## src/rtl/imm_pkg.sv

```systemverilog
// Shared opcodes, immediate-class encodings and skid-buffer states for the
// immediate generator on the decode path.
package imm_pkg;

    localparam logic [6:0] OP_LOAD   = 7'b0000011;
    localparam logic [6:0] OP_IMM    = 7'b0010011;
    localparam logic [6:0] OP_IMM32  = 7'b0011011;
    localparam logic [6:0] OP_STORE  = 7'b0100011;
    localparam logic [6:0] OP_BRANCH = 7'b1100011;
    localparam logic [6:0] OP_JAL    = 7'b1101111;
    localparam logic [6:0] OP_JALR   = 7'b1100111;
    localparam logic [6:0] OP_LUI    = 7'b0110111;
    localparam logic [6:0] OP_AUIPC  = 7'b0010111;
    localparam logic [6:0] OP_SYSTEM = 7'b1110011;

    typedef enum logic [2:0] {
        IMM_NONE = 3'd0,
        IMM_I    = 3'd1,
        IMM_S    = 3'd2,
        IMM_B    = 3'd3,
        IMM_U    = 3'd4,
        IMM_J    = 3'd5,
        IMM_SH   = 3'd6,
        IMM_Z    = 3'd7
    } imm_type_e;

    typedef enum logic [1:0] {
        BUF_EMPTY = 2'd0,
        BUF_ONE   = 2'd1,
        BUF_FULL  = 2'd2
    } buf_state_e;

endpackage

```

## src/rtl/imm_decode.sv

```systemverilog
// Combinational immediate extraction and classification for one RISC-V
// instruction word, extended to XLEN bits.
module imm_decode
    import imm_pkg::*;
#(
    parameter int XLEN    = 64,
    parameter bit HALF_BR = 1'b0
) (
    input  logic [31:0]     inst,
    output logic [XLEN-1:0] imm,
    output imm_type_e       imm_type,
    output logic            illegal
);

    logic        w_sh;
    logic [31:0] w_i, w_s, w_b, w_j, w_u;

    function automatic logic [XLEN-1:0] sext(input logic [31:0] v);
        sext       = {XLEN{v[31]}};
        sext[31:0] = v;
    endfunction

    assign w_sh = (inst[14:12] == 3'b001) || (inst[14:12] == 3'b101);
    assign w_i  = {{20{inst[31]}}, inst[31:20]};
    assign w_s  = {{20{inst[31]}}, inst[31:25], inst[11:7]};
    assign w_u  = {inst[31:12], 12'h000};
    // Half-offset form drops the always-zero bit 0, i.e. offset >>> 1.
    assign w_b  = HALF_BR ? {{20{inst[31]}}, inst[31], inst[7], inst[30:25], inst[11:8]}
                          : {{19{inst[31]}}, inst[31], inst[7], inst[30:25], inst[11:8], 1'b0};
    assign w_j  = HALF_BR ? {{12{inst[31]}}, inst[31], inst[19:12], inst[20], inst[30:21]}
                          : {{11{inst[31]}}, inst[31], inst[19:12], inst[20], inst[30:21], 1'b0};

    always_comb begin
        imm      = '0;
        imm_type = IMM_NONE;
        illegal  = 1'b0;
        case (inst[6:0])
            OP_LOAD, OP_JALR: begin
                imm_type = IMM_I;
                imm      = sext(w_i);
            end
            OP_IMM: begin
                if (!w_sh) begin
                    imm_type = IMM_I;
                    imm      = sext(w_i);
                end else if (XLEN == 32 && inst[25]) begin
                    // shamt >= 32 has no meaning on a 32-bit datapath
                    illegal = 1'b1;
                end else begin
                    imm_type = IMM_SH;
                    imm[5:0] = inst[25:20];
                end
            end
            OP_IMM32: begin
                if (XLEN == 32) begin
                    illegal = 1'b1;
                end else if (!w_sh) begin
                    imm_type = IMM_I;
                    imm      = sext(w_i);
                end else begin
                    imm_type = IMM_SH;
                    imm[4:0] = inst[24:20];
                end
            end
            OP_STORE: begin
                imm_type = IMM_S;
                imm      = sext(w_s);
            end
            OP_BRANCH: begin
                imm_type = IMM_B;
                imm      = sext(w_b);
            end
            OP_JAL: begin
                imm_type = IMM_J;
                imm      = sext(w_j);
            end
            OP_LUI, OP_AUIPC: begin
                imm_type = IMM_U;
                imm      = sext(w_u);
            end
            OP_SYSTEM: begin
                imm_type  = IMM_Z;
                imm[11:0] = inst[31:20];
            end
            default: illegal = 1'b1;
        endcase
    end

endmodule

```

## src/rtl/imm_gen_pipe.sv

```systemverilog
// Immediate generator stage: decode feeding a 2-entry skid buffer with flush
// and a saturating count of accepted unrecognised opcodes.
module imm_gen_pipe
    import imm_pkg::*;
#(
    parameter int XLEN    = 64,
    parameter bit HALF_BR = 1'b0,
    parameter int CNT_W   = 16
) (
    input  logic             clk,
    input  logic             rst_n,
    input  logic             flush,
    input  logic             in_valid,
    output logic             in_ready,
    input  logic [31:0]      in_inst,
    input  logic [XLEN-1:0]  in_pc,
    output logic             out_valid,
    input  logic             out_ready,
    output logic [XLEN-1:0]  out_imm,
    output logic [2:0]       out_type,
    output logic [XLEN-1:0]  out_pc,
    output logic             out_illegal,
    output logic [CNT_W-1:0] unk_cnt
);

    typedef struct packed {
        logic [XLEN-1:0] imm;
        imm_type_e       ty;
        logic [XLEN-1:0] pc;
        logic            ill;
    } ent_t;

    buf_state_e       r_state, w_nxt;
    ent_t             r_out, r_skid, w_new;
    logic [XLEN-1:0]  w_imm;
    imm_type_e        w_ty;
    logic             w_ill, w_acc, w_drain;
    logic             w_load_out, w_load_skid, w_skid2out;
    logic [CNT_W-1:0] r_cnt;

    imm_decode #(.XLEN(XLEN), .HALF_BR(HALF_BR)) u_dec (
        .inst     (in_inst),
        .imm      (w_imm),
        .imm_type (w_ty),
        .illegal  (w_ill)
    );

    assign w_new = '{imm: w_imm, ty: w_ty, pc: in_pc, ill: w_ill};

    // Both handshake flags come straight off the state register.
    assign in_ready  = (r_state != BUF_FULL);
    assign out_valid = (r_state != BUF_EMPTY);
    assign w_acc     = in_valid & in_ready & ~flush;
    assign w_drain   = out_valid & out_ready;

    always_ff @(posedge clk or negedge rst_n) begin
        if (!rst_n) r_state <= BUF_EMPTY;
        else        r_state <= w_nxt;
    end

    always_comb begin
        w_nxt       = r_state;
        w_load_out  = 1'b0;
        w_load_skid = 1'b0;
        w_skid2out  = 1'b0;
        if (flush) begin
            w_nxt = BUF_EMPTY;
        end else begin
            case (r_state)
                BUF_EMPTY: if (w_acc) begin
                    w_nxt      = BUF_ONE;
                    w_load_out = 1'b1;
                end
                BUF_ONE: begin
                    if (w_acc && w_drain) begin
                        w_load_out = 1'b1;
                    end else if (w_acc) begin
                        w_nxt       = BUF_FULL;
                        w_load_skid = 1'b1;
                    end else if (w_drain) begin
                        w_nxt = BUF_EMPTY;
                    end
                end
                BUF_FULL: if (w_drain) begin
                    w_nxt      = BUF_ONE;
                    w_skid2out = 1'b1;
                end
                default: w_nxt = BUF_EMPTY;
            endcase
        end
    end

    always_ff @(posedge clk or negedge rst_n) begin
        if (!rst_n) begin
            r_out  <= '0;
            r_skid <= '0;
        end else begin
            if (w_skid2out)      r_out <= r_skid;
            else if (w_load_out) r_out <= w_new;
            if (w_load_skid)     r_skid <= w_new;
        end
    end

    always_ff @(posedge clk or negedge rst_n) begin
        if (!rst_n)                                     r_cnt <= '0;
        else if (w_acc && w_ill && r_cnt != {CNT_W{1'b1}}) r_cnt <= r_cnt + 1'b1;
    end

    assign out_imm     = r_out.imm;
    assign out_type    = r_out.ty;
    assign out_pc      = r_out.pc;
    assign out_illegal = r_out.ill;
    assign unk_cnt     = r_cnt;

endmodule
```

## config.mk

```make
export PLATFORM = sky130hd
export DESIGN_NAME = imm_gen_pipe
export DESIGN_NICKNAME = d
export VERILOG_FILES = /design/src/rtl/imm_pkg.sv /design/src/rtl/imm_decode.sv /design/src/rtl/imm_gen_pipe.sv
export SDC_FILE = /design/constraint.sdc
export NUM_CORES = 1
export LEC_CHECK = 0
export CELL_PAD_IN_SITES_DETAIL_PLACEMENT = 1
export CELL_PAD_IN_SITES_GLOBAL_PLACEMENT = 1
export CORE_ASPECT_RATIO = 0.6
export CORE_MARGIN = 4
export CORE_UTILIZATION = 40
export DETAILED_ROUTE_END_ITERATION = 16
export GPL_TIMING_DRIVEN = 1
export PLACE_DENSITY = 0.82
export SKIP_LAST_GASP = 1
export SYNTH_ARGS = -nofsm -noshare
export SYNTH_HDL_FRONTEND = slang
export SYNTH_SLANG_ARGS = --single-unit
```

## constraint.sdc

```tcl
create_clock -name clk -period 3.58 [get_ports clk]
set_clock_uncertainty 0.2 [all_clocks]
set_input_delay 0.716 -clock clk [delete_from_list [all_inputs] [get_ports clk]]
set_output_delay 0.716 -clock clk [all_outputs]
set_load 0.05 [all_outputs]
```

==> flow_summary.yaml <==
synth:
  ys_types: 67
  yosysTopAreaCell: "dfrtp_1"
  synth_edf_count: 0
  synthArstFlopShare_pct: 100
  synthMuxAreaShare_pct: 0.555
  synth.ff_latch_count: 218
  yosys-top-cells-area: "dfrtp_1 (56%), nand2_1 (9.8%), nor2_1 (6.2%)"
  synth_fa_ha_area_share_pct: 0.129
  avgSynthCellArea_um2: 9.39
  yosysWarnings: 0
  synth_top_family_by_area: "simple AND/OR/NAND/NOR gates"
  synth.cell_area_um2: 9700
  seq_area_frac_synth_pct: 56.3
  synth_common_cells: "nand2_1 (254), dfrtp_1 (218), nor2_1 (159)"
  yosysTopAreaCellShare_pct: 56.3
  synth-xor-area-share_pct: 0.994
  yosysMostFrequentCell: "nand2_1"
  syn_inst: 1033
  synthSimpleGateAreaFrac_pct: 22.3
  synth_compound_area_share_pct: 14.1
  syn_nets: 1135
  yosys_most_used_dff: "dfrtp_1"
cells_and_area:
  drive_above_1_share_pct: 7.61
  multiInputGateArea_um2: 3700
  antenna_cells: 0
  fillers: 2636
  layout.nets: 1338
  fin_cells: 1563
  seqCellArea_um2: 5460
  area_growth_pct: 33.7
pwr:
  peakVddDrop_mv: 0.433
  p_total_w: 0.00734
  p_leak_nw: 5.72
  cellPowerDensity_nw_per_um2: 566
hold_path:
  worstHoldStart: "r_skid[56]"
  hp-class: "reg -> reg"
clocking:
  cts.repair.resized: 0
  path_clk_slew_ns: 0.06
  clock_path_buffers: 3
  cts_tree: "done"
  cts_max_level: 1
  cts.sinks: 218
  clk_latency_ns: 0.50
  cts_buffers: 21
  cts-root-buf: "clkbuf_16"
detailed_routing:
  first_iter_violations: 642
  vias: 8571
  drtAntennaViolNets: 0
  drc: 0
  dr_wl_met2_mm: 14.6
  drt_wl_total_mm: 32.7
  met1_length_mm: 15.8
  vias_per_cell: 5.48
  wire_per_inst_um: 20.9
  drtPass1Iterations: 5
  met3_length_mm: 1.76
  routed.top_layer: "met5"
place:
  hpwl_mm: 22.6
  dp.cells: 1527
  place_worst_setup_slack_ns: 0.364
  io_buffers: 250
  gp_congestion: 0.914
worst_setup_path:
  worstPathMaxFanout: 6
  critical_path_class: "reg -> out"
  crit_path_start_kind: "flip-flop"
  cp-startpoint: "r_state[1]"
  endpoint_kind: "output port"
  critPathArrivalTime_ns: 2.05
  critical_path_required_ns: 2.66
  r2r-start: "unk_cnt[2]"
run:
  drv_cap: 0
die:
  initial_utilization_pct: 41.3
  coreArea_um2: 23500
  die_area_um2: 26900
  die_width_um: 209
  fp.dieH_um: 129
  num_rows: 43
  pin_count: 251
sta:
  setup_ws_ns: 0.610
  relSlewSlack_pct: 42.9
  final-hold-violation-count: 0
  finalMaxSlewViolations: 0
  finalSetupViolations: 0
  hold_ws_ns: 0.278
  tightest_slew_ns: 0.856
  fin_crit_sh_pct: 83.0
  fin_setup_tns_ns: 0
  rsz0062_at_grt: "false"
  period_needed_ns: 2.97
  max_freq_mhz: 337
grt:
  gr-total-overflow: 0
  grt_use_total_pct: 23.9
  antenna_found_initial: 1
  grt_first_pass_wirelength_mm: 51.8
  grt_pass1_vias: 9010
  grt_max_degree: 89
run_status:
  status: "complete, no violations"
critical path: stages, from the launching register on:
cell             delay (ns)
dfrtp_1                0.42
nor2b_2                0.19
inv_2                  0.09
clkdlybuf4s50_1        0.85
layout make-up:
| type | count | area share, % |
|---|---|---|
| clock buffer | 31 | 4.73 |
| clock inverter | 4 | 0.203 |
| inverter | 5 | 0.145 |
| multi-input combinational | 716 | 28.6 |
| sequential | 218 | 42.1 |
| tap | 315 | 3.04 |
| timing repair buffer | 274 | 21.2 |
layout by cell type, fill, tap and decap left out, drive strengths merged, types with 3 or more instances in the layout:
cell type / netlist / routed
nor2b: 6 / 6
o22ai: 64 / 64
clkbuf: 25 / 31
a21oi: 35 / 35
a21o: 5 / 5
nand4: 5 / 5
o21ai: 27 / 27
nand3: 30 / 30
nor3: 11 / 11
clkdlybuf4s50: 0 / 249
and4: 4 / 4
dfrtp: 218 / 218
a22o: 10 / 10
nand2b: 4 / 4
a2111oi: 3 / 3
or2: 4 / 4
nand2: 255 / 255
or3: 3 / 3
inv: 5 / 6
nor2: 160 / 160
nand4b: 3 / 3
mux2: 3 / 3
xnor2: 11 / 11
a22oi: 31 / 31
buf: 69 / 24
and3: 11 / 11
cells by family after synthesis:
| family | Yosys count |
|---|---|
| simple gates | 505 |
| flops | 218 |
| compound gates | 194 |
| buf+inv | 99 |
| xor+xnor | 11 |
| mux | 5 |
| fa+ha+maj | 1 |
what timing repair did:
item                                    CTS  global route
hold endpoints to repair                 15             0
endpoints found under the setup margin    0             0
setup buffers                             0             0
hold buffers                              1             0
worst paths after layout:
kind	endpoint	slack, ns	cells after the start
max	in_ready	0.61	3
min	r_skid[56]	0.28	2
max reg2reg	unk_cnt[1]	1.00	5
min reg2reg	r_skid[56]	0.28	2
max in group asynchronous	out_type[1]	1.68	3
min in group asynchronous	r_skid[87]	0.56	2
metal layers:
layer,GRT usage [%],vias up
met5,0,-
met4,3.53,2
met3,3.87,39
met2,36.8,259
met1,36.8,4387
li1,-,3884
flip-flops by register name (all words and copies together), names as in the netlist:
register / flops
r_skid: 100
out_pc: 64
out_imm: 32
unk_cnt: 16
out_type: 3
r_state: 2
out_illegal: 1
per-stage QoR:
stage,area (um^2),util (%)
final,13000,55.3
after detailed placement,12300,52.5
after global placement,12300,52.5
after CTS,13000,55.3
after global routing,13000,55.3
after floorplan,9700,-
report_power, final:
part | switching [W] | leakage [nW] | total [W] | internal [W]
Combinational | 0.00131 | 2.70 | 0.00200 | 0.000699
Clock | 0.000948 | 0.313 | 0.00213 | 0.00118
Sequential | 0.000299 | 2.71 | 0.00320 | 0.00291
Total | 0.00255 | 5.72 | 0.00734 | 0.00479
Power figures use the tool's default switching activity.
